[src/rtl/imem_dmem_arbiter.sv]
// Arbiter sharing one fixed-latency read memory between instruction fetch (I)
// and load data (D). Each response is routed back to the port that was granted.
module imem_dmem_arbiter #(
  parameter int AW         = 4,
  parameter int DW         = 32,
  parameter int MEM_LAT    = 1,
  parameter int STARVE_MAX = 3
) (
  input  logic          clk,
  input  logic          rst_n,
  input  logic          rr_mode,
  input  logic          i_req,
  input  logic [AW-1:0] i_addr,
  output logic          i_gnt,
  output logic          i_rvalid,
  output logic [DW-1:0] i_rdata,
  input  logic          d_req,
  input  logic [AW-1:0] d_addr,
  output logic          d_gnt,
  output logic          d_rvalid,
  output logic [DW-1:0] d_rdata,
  output logic          mem_en,
  output logic [AW-1:0] mem_addr,
  input  logic [DW-1:0] mem_rdata,
  output logic          fetch_stall
);

  localparam int SW = $clog2(STARVE_MAX + 1);

  logic               last_d;
  logic [SW-1:0]      starve_cnt;
  logic [MEM_LAT-1:0] tag_v;
  logic [MEM_LAT-1:0] tag_d;
  logic               i_win;

  always_comb begin
    i_win = i_req;
    if (i_req && d_req) begin
      if (rr_mode) i_win = last_d;
      else         i_win = (starve_cnt == SW'(STARVE_MAX));
    end
  end

  assign i_gnt       = i_win;
  assign d_gnt       = d_req & ~i_win;
  assign mem_en      = i_gnt | d_gnt;
  assign mem_addr    = i_gnt ? i_addr : (d_gnt ? d_addr : '0);
  assign fetch_stall = i_req & ~i_gnt;

  always_ff @(posedge clk or negedge rst_n) begin
    if (!rst_n) begin
      last_d     <= 1'b1;
      starve_cnt <= '0;
    end else begin
      if (mem_en) last_d <= d_gnt;
      if (!i_req || i_gnt)
        starve_cnt <= '0;
      else if (starve_cnt != SW'(STARVE_MAX))
        starve_cnt <= starve_cnt + 1'b1;
    end
  end

  // The tag shift register covers the memory latency; the rvalid/rdata
  // registers form the final stage, giving MEM_LAT+1 cycles grant-to-rvalid.
  always_ff @(posedge clk or negedge rst_n) begin
    if (!rst_n) begin
      tag_v <= '0;
      tag_d <= '0;
    end else begin
      tag_v[0] <= mem_en;
      tag_d[0] <= d_gnt;
      for (int k = 1; k < MEM_LAT; k++) begin
        tag_v[k] <= tag_v[k-1];
        tag_d[k] <= tag_d[k-1];
      end
    end
  end

  always_ff @(posedge clk or negedge rst_n) begin
    if (!rst_n) begin
      i_rvalid <= 1'b0;
      d_rvalid <= 1'b0;
      i_rdata  <= '0;
      d_rdata  <= '0;
    end else begin
      i_rvalid <= tag_v[MEM_LAT-1] & ~tag_d[MEM_LAT-1];
      d_rvalid <= tag_v[MEM_LAT-1] &  tag_d[MEM_LAT-1];
      if (tag_v[MEM_LAT-1] && !tag_d[MEM_LAT-1]) i_rdata <= mem_rdata;
      if (tag_v[MEM_LAT-1] &&  tag_d[MEM_LAT-1]) d_rdata <= mem_rdata;
    end
  end

endmodule

[config.mk]
export PLATFORM = sky130hd
export DESIGN_NAME = imem_dmem_arbiter
export DESIGN_NICKNAME = d
export VERILOG_FILES = /design/src/rtl/imem_dmem_arbiter.sv
export SDC_FILE = /design/constraint.sdc
export NUM_CORES = 1
export LEC_CHECK = 0
export ABC_AREA = 1
export CAP_MARGIN = 20
export CORE_MARGIN = 4
export CORE_UTILIZATION = 40
export DETAILED_ROUTE_END_ITERATION = 10
export PLACE_DENSITY = 0.76
export RECOVER_POWER = 50
export REMOVE_ABC_BUFFERS = 1
export SYNTH_ARGS = -nofsm -noshare
export SYNTH_HDL_FRONTEND = slang
export SYNTH_SLANG_ARGS = --single-unit
export TNS_END_PERCENT = 20
[constraint.sdc]
create_clock -name clk -period 1.35 [get_ports clk]
set_input_delay 0.2025 -clock clk [delete_from_list [all_inputs] [get_ports clk]]
set_output_delay 0.2025 -clock clk [all_outputs]
set_load 0.005 [all_outputs]
### Yosys cells after proc, flatten, opt, wreduce, memory -nomap -nowiden

Index checks and enable logic that the tools add are counted.

| word-level totals | value |
|---|---|
| register bits after elaboration | 71 |
| output and inout port bits | 74 |
| logic and storage cells | 31 |

| cells by class | value |
|---|---|
| add/sub/neg operators | 1 |
| equality and inequality tests | 2 |
| multiplexer cells | 6 |
| bitwise logic cells | 7 |
| reduce and logical (&&, ||, !) cells | 7 |

Operators by type and width:

| kind | count |
|---|---|
| 4-bit 2-to-1 mux | 2 |
| 1-bit bitwise AND | 4 |
| 2-bit 2-to-1 mux | 2 |
| 1-bit logical AND | 3 |
| 2-bit by 1-bit adder with 2-bit output (second input constant) | 1 |
| 2-bit == test (second input constant) | 1 |
| 1-bit logical NOT | 2 |
| 1-bit 2-to-1 mux | 2 |
| 2-bit != test (second input constant) | 1 |
| 1-bit NOT | 2 |
| 2-bit nonzero test | 1 |
| 1-bit logical OR | 1 |
| 1-bit OR | 1 |

### Longest topological paths before layout

Gate-level depths: netlist of the first run.

| logic depth | value |
|---|---|
| depth after elaboration | 7 |
| gate-level depth with buffers | 6 |

### Least setup slack after synthesis of the first run

No wires, ideal clock.

| timing | value |
|---|---|
| path kind | reg-to-output |
| start | reg starve_cnt[0] |
| end | out d_gnt |
| arrival | 1089 ps |
| data required time | 1148 ps |
| path slack | 58 ps |
| stages on the path, launching flop included | 7 |
| path buffers | 0 |
| path through | dfrtp_1 ha_1 nand2_1 nand3_2 nand2_1 nand2_1 inv_1 |

| on the way | value |
|---|---|
| cells in the longest elaborated chain, start to end | 5 |

RTL lines:

| what | line | RTL |
|---|---|---|
| start, declared | 31 | `logic [SW-1:0] starve_cnt;` |
| start signal, assigned | 59 | `starve_cnt <= starve_cnt + 1'b1;` |
| 2-bit == test | 40 | `else i_win = (starve_cnt == SW'(STARVE_MAX));` |
| 1-bit 2-to-1 mux | 39 | `if (rr_mode) i_win = last_d;` |
| 1-bit 2-to-1 mux | 38 | `if (i_req && d_req) begin` |
| 1-bit NOT | 45 | `assign d_gnt = d_req & ~i_win;` |
| 1-bit bitwise AND | 45 |  |
| end, declared | 19 | `output logic d_gnt,` |

No other way between the ends.

### Worst setup path after layout of the first run

| timing | value |
|---|---|
| start | reg starve_cnt[1] |
| end | out mem_addr[2] |

| on the way | value |
|---|---|
| cells in the longest elaborated chain, start to end | 7 |

RTL lines:

| what | line | RTL |
|---|---|---|
| 2-bit == test (*) | 40 |  |
| 1-bit 2-to-1 mux (*) | 39 |  |
| 1-bit 2-to-1 mux (*) | 38 |  |
| 1-bit NOT | 45 |  |
| 1-bit bitwise AND | 45 |  |
| 4-bit 2-to-1 mux | 47 | `assign mem_addr = i_gnt ? i_addr : (d_gnt ? d_addr : '0);` |
| 4-bit 2-to-1 mux (*) | 47 |  |
| end, declared | 23 | `output logic [AW-1:0] mem_addr,` |

Every way passes the cells marked *; elsewhere a longest branch is shown, timed or not.

==> results of run 1 <==
[state kept, by name, indices dropped and copies added, names as in the netlist]
register    count
last_d          1
i_rdata        32
i_rvalid        1
tag_d           1
d_rdata        32
d_rvalid        1
tag_v           1
starve_cnt      2
[logic make-up (layout without fill, tap and decap cells)]
group / Yosys count / in the layout / share of synthesized area [%]
XOR/XNOR: 1 / 1 / 0.3102
multiplexers: 1 / 1 / 0.3545
AND/OR/NAND/NOR: 89 / 89 / 12.58
flip-flops: 71 / 71 / 62.96
buffers and inverters: 54 / 190 / 8.949
AO/OA/AOI/OAI: 64 / 64 / 14.40
adder cells (fa/ha/maj): 1 / 1 / 0.4430
[synth_stat cells]
master     n
buf_2      4
buf_6      6
clkbuf_1   4
dfrtp_1   70
dfstp_2    1
ha_1       1
inv_1     39
inv_2      1
mux2i_1    1
nand2_1   75
nand3_1    8
nand3_2    1
nor2_1     3
o21ai_0   32
o21ai_1    9
o21ai_2   23
or2_1      1
or2_2      1
xor2_1     1
[worst max-delay path by stage]
stage	from	to	slack (ns)	cells past startpoint
global placement	rr_mode	d_gnt	-0.52	8
floorplan	tag_v	i_rdata[10]	-0.79	4
finish	starve_cnt[1]	mem_addr[2]	-0.38	8
CTS	starve_cnt[1]	mem_addr[2]	-0.42	8
global route	last_d	mem_addr[0]	-0.48	7
detailed placement	rr_mode	mem_addr[2]	-0.56	8
[stage by stage]
step | hold slack (ns) | total power, mW | std cells | TNS, ns
floorplan | -0.09309 | 3.004 | 267 | -32.19
global placement | 0.2524 | 3.910 | 490 | -3.735
detailed placement | 0.2561 | 3.947 | 490 | -3.925
CTS | 0.4018 | 5.815 | 513 | -2.869
global route | 0.4123 | 6.040 | 513 | -3.764
finish | 0.4178 | 5.722 | 513 | -2.681
[what timing repair did]
| item | 4_1_cts | 5_1_grt |
|---|---|---|
| hold buffers | 1 | 0 |
| endpoints found under the hold margin | 70 | 0 |
| resized for setup | 105 | 4 |
| setup endpoints to repair | 74 | 10 |
| pin swaps | 6 | 1 |
| setup buffers | 6 | 0 |
[worst max-delay path, stage by stage, from the launching register on]
cell     delay, ns
dfrtp_1       0.38
ha_2          0.20
nand2_2       0.08
nand3_4       0.09
nand2_4       0.09
buf_6         0.11
nand3_2       0.05
nand2_1       0.07
buf_2         0.10
[cell type report]
| type | count | area share, % |
|---|---|---|
| tap | 96 | 2.775 |
| timing repair buffer | 134 | 27.66 |
| inverter | 40 | 3.468 |
| multi-input combinational | 156 | 19.36 |
| clock inverter | 6 | 2.486 |
| sequential | 71 | 41.07 |
| clock buffer | 10 | 3.179 |
[power by group]
part	leakage [nW]	switching, mW	internal, mW	total [mW]
Sequential	0.867	0.149	2.42	2.57
Clock	0.122	0.772	1.27	2.04
Combinational	1.25	0.516	0.593	1.11
[routing by layer]
layer  global-route usage (%)  vias to the layer above  part of all wire [%]
met5                        0                        -                     0
met4                    6.064                        0                   2.3
met3                    8.285                       15                   8.6
met2                    28.10                       80                    51
met1                    18.64                     1065                    39
li1                         -                     1139                     -
==> results.py, run 1 <==
metrics = {
    "timing": {
        "clock_skew_ns": 0.009031,
        "drv_slew": 0,
        "max_freq_mhz": 579.0,
        "rsz0062_at_grt": "yes",
        "setup_violations": 8,
        "final_hold_viol_count": 0,
        "finalCriticalPeriod_ns": 1.727,
        "finalCritPeriodShare_pct": 127.9,
        "worstMarginPinSlew_ns": 0.8658,
        "final.setup.worst_slack_ns": -0.3771,
        "slew_headroom_pct": 42.28,
    },
    "global_routing": {
        "grt_max_degree": 72,
        "grt_usage_pct": 16.86,
        "grt_pass1_vias": 2402,
        "overflow": 0,
        "grt_antenna_before_repair": 0,
        "grt_pass1_wl_microns": 11210,
    },
    "setup_path": {
        "worst-path-max-fanout": 4,
        "endpoint_kind": "primary output",
        "reg2reg_to": "starve_cnt[1]",
        "r2r_start": "starve_cnt[1]",
        "r2r_slack_ns": 0.08,
        "ff2ff_path_depth": 8,
        "start_kind": "flip-flop",
        "cp.required_ns": 1.15,
        "cp.arrival_ns": 1.52,
        "path_class": "flip-flop to primary output",
    },
    "pwr": {
        "ir_drop_mv": 0.7754,
        "leakagePower_nw": 2.239,
        "power_density_nw_per_um2": 1322,
    },
    "synthesis": {
        "yosysUniqueCellTypes": 19,
        "ys_seq_area_share_pct": 62.96,
        "syn_area_per_cell_sq_um": 10.05,
        "yosys_register_bits": 71,
        "yosys.area.top_type": "dfrtp_1",
        "ys_warn_count": 0,
        "netlist_area_sq_um": 2824,
        "yosysTopAreaCellShare_pct": 62.03,
        "synth_area_leaders": "dfrtp_1, nand2_1, o21ai_2",
        "syn_inst": 281,
    },
    "clock_network": {
        "numClockSinks": 71,
        "insertion_delay_ns": 0.34,
        "cts_tree": "yes",
        "cts_buffers": 9,
        "cts_buffer_depth": 2,
        "htreeDepth": 3,
        "cts.clk_slew.worst_paths_ns": 0.07,
        "root_buffer": "clkbuf_8",
    },
    "final_layout": {
        "final_core_util_pct": 63.37,
        "fillers": 620,
        "regArea_sq_um": 1778,
        "multiInputGateArea_sq_um": 838.3,
        "area_growth_pct": 53.30,
        "finish.instance_area_sq_um": 4329,
        "num-nets-final": 458,
        "layout_common_cells": "nand2_1, dfrtp_1, dlygate4sd2_1",
        "layout-drive-gt1-share_pct": 18.47,
        "layout_commonest_cell": "nand2_1",
        "diodes": 0,
    },
    "drt": {
        "ant_nets": 0,
        "via_count": 2299,
        "wirelength_microns": 6744,
        "wl_per_cell_microns": 13.15,
        "drt_iter0_drc": 89,
        "first_pass_iters": 4,
        "remaining_drc_errors": 0,
        "via_per_inst": 4.481,
    },
    "hold_path": {
        "worstHoldPathType": "input port to flip-flop",
        "whs_path_depth": 3,
        "min_from": "mem_rdata[29]",
        "hold_path_end": "i_rdata[29]",
    },
    "floorplanning": {
        "die_h_microns": 92.03,
        "core-area_sq_um": 6832,
        "dieArea_sq_um": 8469,
        "std_cell_rows": 30,
        "ios": 119,
        "initial_core_util_pct": 41.34,
        "die_x_microns": 92.03,
    },
    "placed_design": {
        "io_buffers": 118,
        "place_congestion": 0.8851,
        "placed_area_sq_um": 4125,
        "pre_cts_ws_ns": -0.5550,
        "dp_hpwl_microns": 4781,
    },
    "status": {
        "outcome": "finished with violations",
        "violations": "negative setup slack",
    },
    "job": {
        "drv_cap": 0,
    },
}
(Power assumes the default switching activity.)
==> run 2, diff against run 1 <==
--- a/config.mk
+++ b/config.mk
@@ -12,7 +12,7 @@
 export DETAILED_ROUTE_END_ITERATION = 10
 export PLACE_DENSITY = 0.76
 export RECOVER_POWER = 50
-export REMOVE_ABC_BUFFERS = 1
+export SETUP_SLACK_MARGIN = 0.3
 export SYNTH_ARGS = -nofsm -noshare
 export SYNTH_HDL_FRONTEND = slang
 export SYNTH_SLANG_ARGS = --single-unit
==> results.py, run 2 (synthesis results as in run 1) <==
metrics = {
    "status": {
        "outcome": "finished with violations",
        "violations": "negative setup slack",
    },
    "global_routing": {
        "overflow": 0,
        "grt_pass1_wl_microns": 11840,
        "grt_pass1_vias": 2476,
        "grt_max_degree": 72,
        "grt_usage_pct": 17.60,
        "grt_antenna_before_repair": 0,
    },
    "final_layout": {
        "finish.instance_area_sq_um": 5025,
        "final_core_util_pct": 73.55,
        "layout_common_cells": "dfrtp_1, nand2_4, buf_2",
        "layout-drive-gt1-share_pct": 57.31,
        "num-nets-final": 479,
        "diodes": 0,
        "layout_commonest_cell": "dfrtp_1",
        "fin_cells": 534,
        "area_growth_pct": 77.94,
        "reg_top3": "d_rdata x32, i_rdata x32, starve_cnt x2",
    },
    "placed_design": {
        "place_congestion": 0.8235,
        "io_buffers": 118,
        "pre_cts_ws_ns": -0.5510,
        "dpl.cell_count": 489,
        "dp_hpwl_microns": 4869,
        "placed_area_sq_um": 4163,
    },
    "drt": {
        "ant_nets": 0,
        "remaining_drc_errors": 0,
        "via_per_inst": 4.869,
        "via_count": 2600,
        "first_pass_iters": 4,
        "wl_per_cell_microns": 16.83,
        "wirelength_microns": 8988,
        "drt_iter0_drc": 91,
    },
    "floorplanning": {
        "ios": 119,
        "die_h_microns": 92.03,
        "core-area_sq_um": 6832,
        "std_cell_rows": 30,
        "die_x_microns": 92.03,
        "initial_core_util_pct": 41.34,
        "dieArea_sq_um": 8469,
    },
    "setup_path": {
        "endpoint_kind": "primary output",
        "start_kind": "flip-flop",
        "cpPeakStageDelay_ns": 0.42,
        "path_class": "flip-flop to primary output",
        "crit_chain": "ha_4 -> nand2_4 -> nand3_4 -> nand2_4 -> buf_6 -> buf_6 -> nand3_4 -> nand2_2 -> buf_2",
        "cp.required_ns": 1.15,
        "cp.arrival_ns": 1.62,
        "startpoint": "starve_cnt[1]",
        "r2r_start": "starve_cnt[1]",
        "slowest_stage": "dfrtp_1",
        "worst-path-max-fanout": 3,
    },
    "pwr": {
        "leakagePower_nw": 2.566,
        "power_mw": 5.828,
        "ir_drop_mv": 0.8217,
        "power_density_nw_per_um2": 1160,
    },
    "clock_network": {
        "cts_tree": "yes",
        "root_buffer": "clkbuf_8",
        "cts_buffers": 9,
        "cts_buffer_depth": 2,
        "insertion_delay_ns": 0.34,
        "htreeDepth": 3,
        "numClockSinks": 71,
        "cts.clk_slew.worst_paths_ns": 0.07,
    },
    "synthesis": {
        "synth_nets": 327,
    },
    "timing": {
        "rsz0062_at_grt": "yes",
        "final_hold_viol_count": 0,
        "finalCriticalPeriod_ns": 1.819,
        "fin_tns_setup_ns": -3.234,
        "drv_slew": 0,
        "finalCritPeriodShare_pct": 134.8,
        "setup_violations": 9,
        "slew_headroom_pct": 36.65,
        "worstMarginPinSlew_ns": 0.9502,
        "clock_skew_ns": 0.006939,
        "whs_ns": 0.2466,
        "max_freq_mhz": 549.7,
        "final.setup.worst_slack_ns": -0.4692,
    },
    "hold_path": {
        "worstHoldPathType": "input port to flip-flop",
        "min_from": "i_req",
    },
    "job": {
        "drv_cap": 0,
    },
}
-- run 2: cell types whose count changed in the layout (fill, tap and decap cells not counted), moves of 12 or more --
cell,delta
buf_6,+12
o21ai_0,-32
nand2_1,-68
o21ai_2,+30
buf_2,+47
dlygate4sd2_1,-67
nand2_4,+59
clkbuf_1,+23
-- run 2: final timing paths --
check / endpoint / slack (ns) / cells after the start
min: tag_v / 0.25 / 2
max: mem_addr[0] / -0.47 / 9
max in group asynchronous: d_rdata[17] / 0.10 / 3
max reg2reg: starve_cnt[0] / -0.09 / 9
min reg2reg: i_rdata[31] / 0.50 / 2
min in group asynchronous: d_rvalid / 0.63 / 3
-- run 2: critical path: cells and delay by family (launching register included) --
| kind | cells | cell delay [ns] |
|---|---|---|
| DFF | 1 | 0.42 |
| and+or+nand+nor | 5 | 0.35 |
| buffers and inverters | 3 | 0.29 |
| adders and majority gates | 1 | 0.19 |
-- run 2: layout make-up --
cell class	count	area, sq um
tap	96	120.1
timing repair buffer	154	1292
sequential	71	1778
inverter	40	160.2
multi-input combinational	157	1503
fill	488	1807
clock buffer	15	166.4
clock inverter	1	5.005
-- run 2: power breakdown --
part	internal, mW	total, mW	switching [mW]
registers	2.42	2.72	0.301
logic	0.818	1.59	0.768
clock network	0.769	1.52	0.747
-- run 2: what timing repair did --
item / 4_1_cts / 5_1_grt
pin swaps: 41 / 70
hold buffers: 1 / 0
setup endpoints to repair: 111 / 130
resized for setup: 376 / 159
hold endpoints to repair: 70 / 0
buffers inserted: 9 / 8
cloned: 0 / 11
-- run 2: metal layers --
metal | vias to the layer above | part of all wire, % | global-route usage [%]
li1 | 1196 | - | -
met1 | 1284 | 38 | 22.13
met2 | 97 | 53 | 27.86
met3 | 23 | 6.5 | 5.578
met4 | 0 | 2.4 | 7.797
met5 | - | 0 | 0
==> run 3, diff against run 2 <==
--- a/config.mk
+++ b/config.mk
@@ -8,9 +8,9 @@
 export ABC_AREA = 1
 export CAP_MARGIN = 20
 export CORE_MARGIN = 4
-export CORE_UTILIZATION = 40
+export CORE_UTILIZATION = 42
 export DETAILED_ROUTE_END_ITERATION = 10
-export PLACE_DENSITY = 0.76
+export PLACE_DENSITY = 0.79
 export RECOVER_POWER = 50
 export SETUP_SLACK_MARGIN = 0.3
 export SYNTH_ARGS = -nofsm -noshare
==> results.py, run 3 (synthesis results as in run 1) <==
metrics = {
    "final_layout": {
        "fin_cells": 506,
        "fillers": 431,
        "area_growth_pct": 72.09,
        "layout_common_cells": "buf_2, dfrtp_1, o21ai_2",
        "finish.instance_area_sq_um": 4860,
        "diodes": 0,
        "reg_top3": "d_rdata x32, i_rdata x32, starve_cnt x2",
        "layout-drive-gt1-share_pct": 60.84,
        "final_core_util_pct": 75.67,
        "layout_commonest_cell": "buf_2",
        "num-nets-final": 470,
    },
    "setup_path": {
        "cp.arrival_ns": 1.51,
        "path_class": "flip-flop to primary output",
        "worst-path-max-fanout": 6,
        "cpPeakStageDelay_ns": 0.41,
        "cp.required_ns": 1.15,
        "r2r_start": "tag_d",
        "slowest_stage": "dfrtp_1",
        "endpoint_kind": "primary output",
        "startpoint": "starve_cnt[1]",
        "crit_chain": "ha_4 -> nand2_4 -> nand3_4 -> nand2_4 -> nand3_2 -> nand2_1 -> buf_2",
        "start_kind": "flip-flop",
        "path_common_cell": "nand2_4",
    },
    "timing": {
        "whs_ns": 0.2291,
        "final_hold_viol_count": 0,
        "max_freq_mhz": 582.3,
        "drv_slew": 0,
        "worstMarginPinSlew_ns": 0.7741,
        "final.setup.worst_slack_ns": -0.3674,
        "setup_violations": 7,
        "slew_headroom_pct": 48.40,
        "finalCritPeriodShare_pct": 127.2,
        "rsz0062_at_grt": "yes",
        "clock_skew_ns": 0.01150,
        "finalCriticalPeriod_ns": 1.717,
    },
    "hold_path": {
        "min_from": "d_req",
        "worstHoldPathType": "input port to flip-flop",
    },
    "placed_design": {
        "dp_hpwl_microns": 4885,
        "place_congestion": 0.7813,
        "io_buffers": 118,
        "placed_area_sq_um": 4161,
        "pre_cts_ws_ns": -0.5440,
        "dpl.cell_count": 471,
    },
    "clock_network": {
        "cts.clk_slew.worst_paths_ns": 0.07,
        "numClockSinks": 71,
        "cts_buffers": 9,
        "insertion_delay_ns": 0.34,
        "cts_buffer_depth": 2,
        "root_buffer": "clkbuf_8",
        "htreeDepth": 3,
        "cts_tree": "yes",
    },
    "global_routing": {
        "grt_util_met1_pct": 22.14,
        "grt_antenna_before_repair": 0,
        "grt_max_degree": 66,
        "grt_pass1_wl_microns": 11940,
        "busiest_layer": "met2",
        "overflow": 0,
        "grt_pass1_vias": 2428,
        "gr-usage-met2_pct": 28.94,
        "met3_usage_pct": 7.513,
        "grt_usage_pct": 17.88,
    },
    "drt": {
        "drt_iter0_drc": 81,
        "via_count": 2447,
        "first_pass_iters": 4,
        "wirelength_microns": 8336,
        "remaining_drc_errors": 0,
        "ant_nets": 0,
        "wl_per_cell_microns": 16.47,
        "via_per_inst": 4.836,
    },
    "synthesis": {
        "synth_nets": 327,
    },
    "job": {
        "drv_cap": 0,
    },
    "floorplanning": {
        "std_cell_rows": 29,
        "die_x_microns": 90,
        "core-area_sq_um": 6422,
        "dieArea_sq_um": 8100,
        "die_h_microns": 90,
        "initial_core_util_pct": 43.97,
        "ios": 119,
    },
    "status": {
        "violations": "negative setup slack",
        "outcome": "finished with violations",
    },
    "pwr": {
        "leakagePower_nw": 2.539,
        "ir_drop_mv": 0.9377,
        "power_density_nw_per_um2": 1211,
    },
}
run 3: cell count changes in the layout (fill, tap and decap cells not counted), sizes merged:
cell / previous run / this run
clkinvlp: 0 / 2
clkdlybuf4s15: 1 / 0
clkbuf: 41 / 15
buf: 85 / 97
inv: 38 / 41
bufinv: 0 / 1
run 3: worst max-delay path: cells and delay by family, from the launching register on:
family	cells	cell delay [ns]
flip-flops	1	0.41
AND/OR/NAND/NOR	5	0.46
adder cells (fa/ha/maj)	1	0.19
buffers and inverters	1	0.13
run 3: final cells by class:
| class | instances | area, sq um | share of cell area (%) |
|---|---|---|---|
| clock buffer | 9 | 123.9 | 2.549 |
| timing repair buffer | 145 | 1201 | 24.72 |
| multi-input combinational | 157 | 1435 | 29.53 |
| sequential | 71 | 1778 | 36.59 |
| tap | 77 | 96.34 | 1.982 |
| clock inverter | 7 | 72.57 | 1.493 |
| inverter | 40 | 152.6 | 3.141 |
run 3: what timing repair did:
action	4_1_cts	5_1_grt
buffers inserted	6	2
pin swaps	41	59
gates cloned	0	10
hold buffers	1	0
endpoints found under the hold margin	27	0
resized for setup	379	135
endpoints found under the setup margin	111	130
run 3: worst paths after layout:
check | end | slack (ns) | depth (start not counted)
setup / recovery | mem_addr[2] | -0.37 | 7
hold / removal | tag_v | 0.23 | 3
setup reg to reg | d_rdata[15] | 0.03 | 4
hold reg to reg | i_rdata[0] | 0.48 | 2
max in group asynchronous | i_rdata[31] | 0.21 | 3
min in group asynchronous | d_rdata[24] | 0.45 | 2
run 3: metrics by stage:
step | power [mW] | TNS (ns)
global placement | 3.933 | -3.686
floorplan | 3.050 | 0
detailed placement | 3.970 | -4.030
finish | 5.887 | -2.026
CTS | 5.525 | -2.081
global route | 6.208 | -2.616
run 3: power by group:
| part | switching [mW] | internal (mW) | total (mW) |
|---|---|---|---|
| Sequential | 0.279 | 2.42 | 2.70 |
| Clock | 0.815 | 0.856 | 1.67 |
| Combinational | 0.734 | 0.782 | 1.52 |
| Total | 1.83 | 4.06 | 5.89 |
run 3: layer usage:
| metal | wire [microns] | share of wire (%) | vias to the layer above |
|---|---|---|---|
| met5 | 0 | 0 | - |
| met4 | 149 | 1.8 | 0 |
| met3 | 595 | 7.1 | 16 |
| met2 | 4112 | 49 | 80 |
| met1 | 3478 | 42 | 1163 |
| li1 | - | - | 1188 |
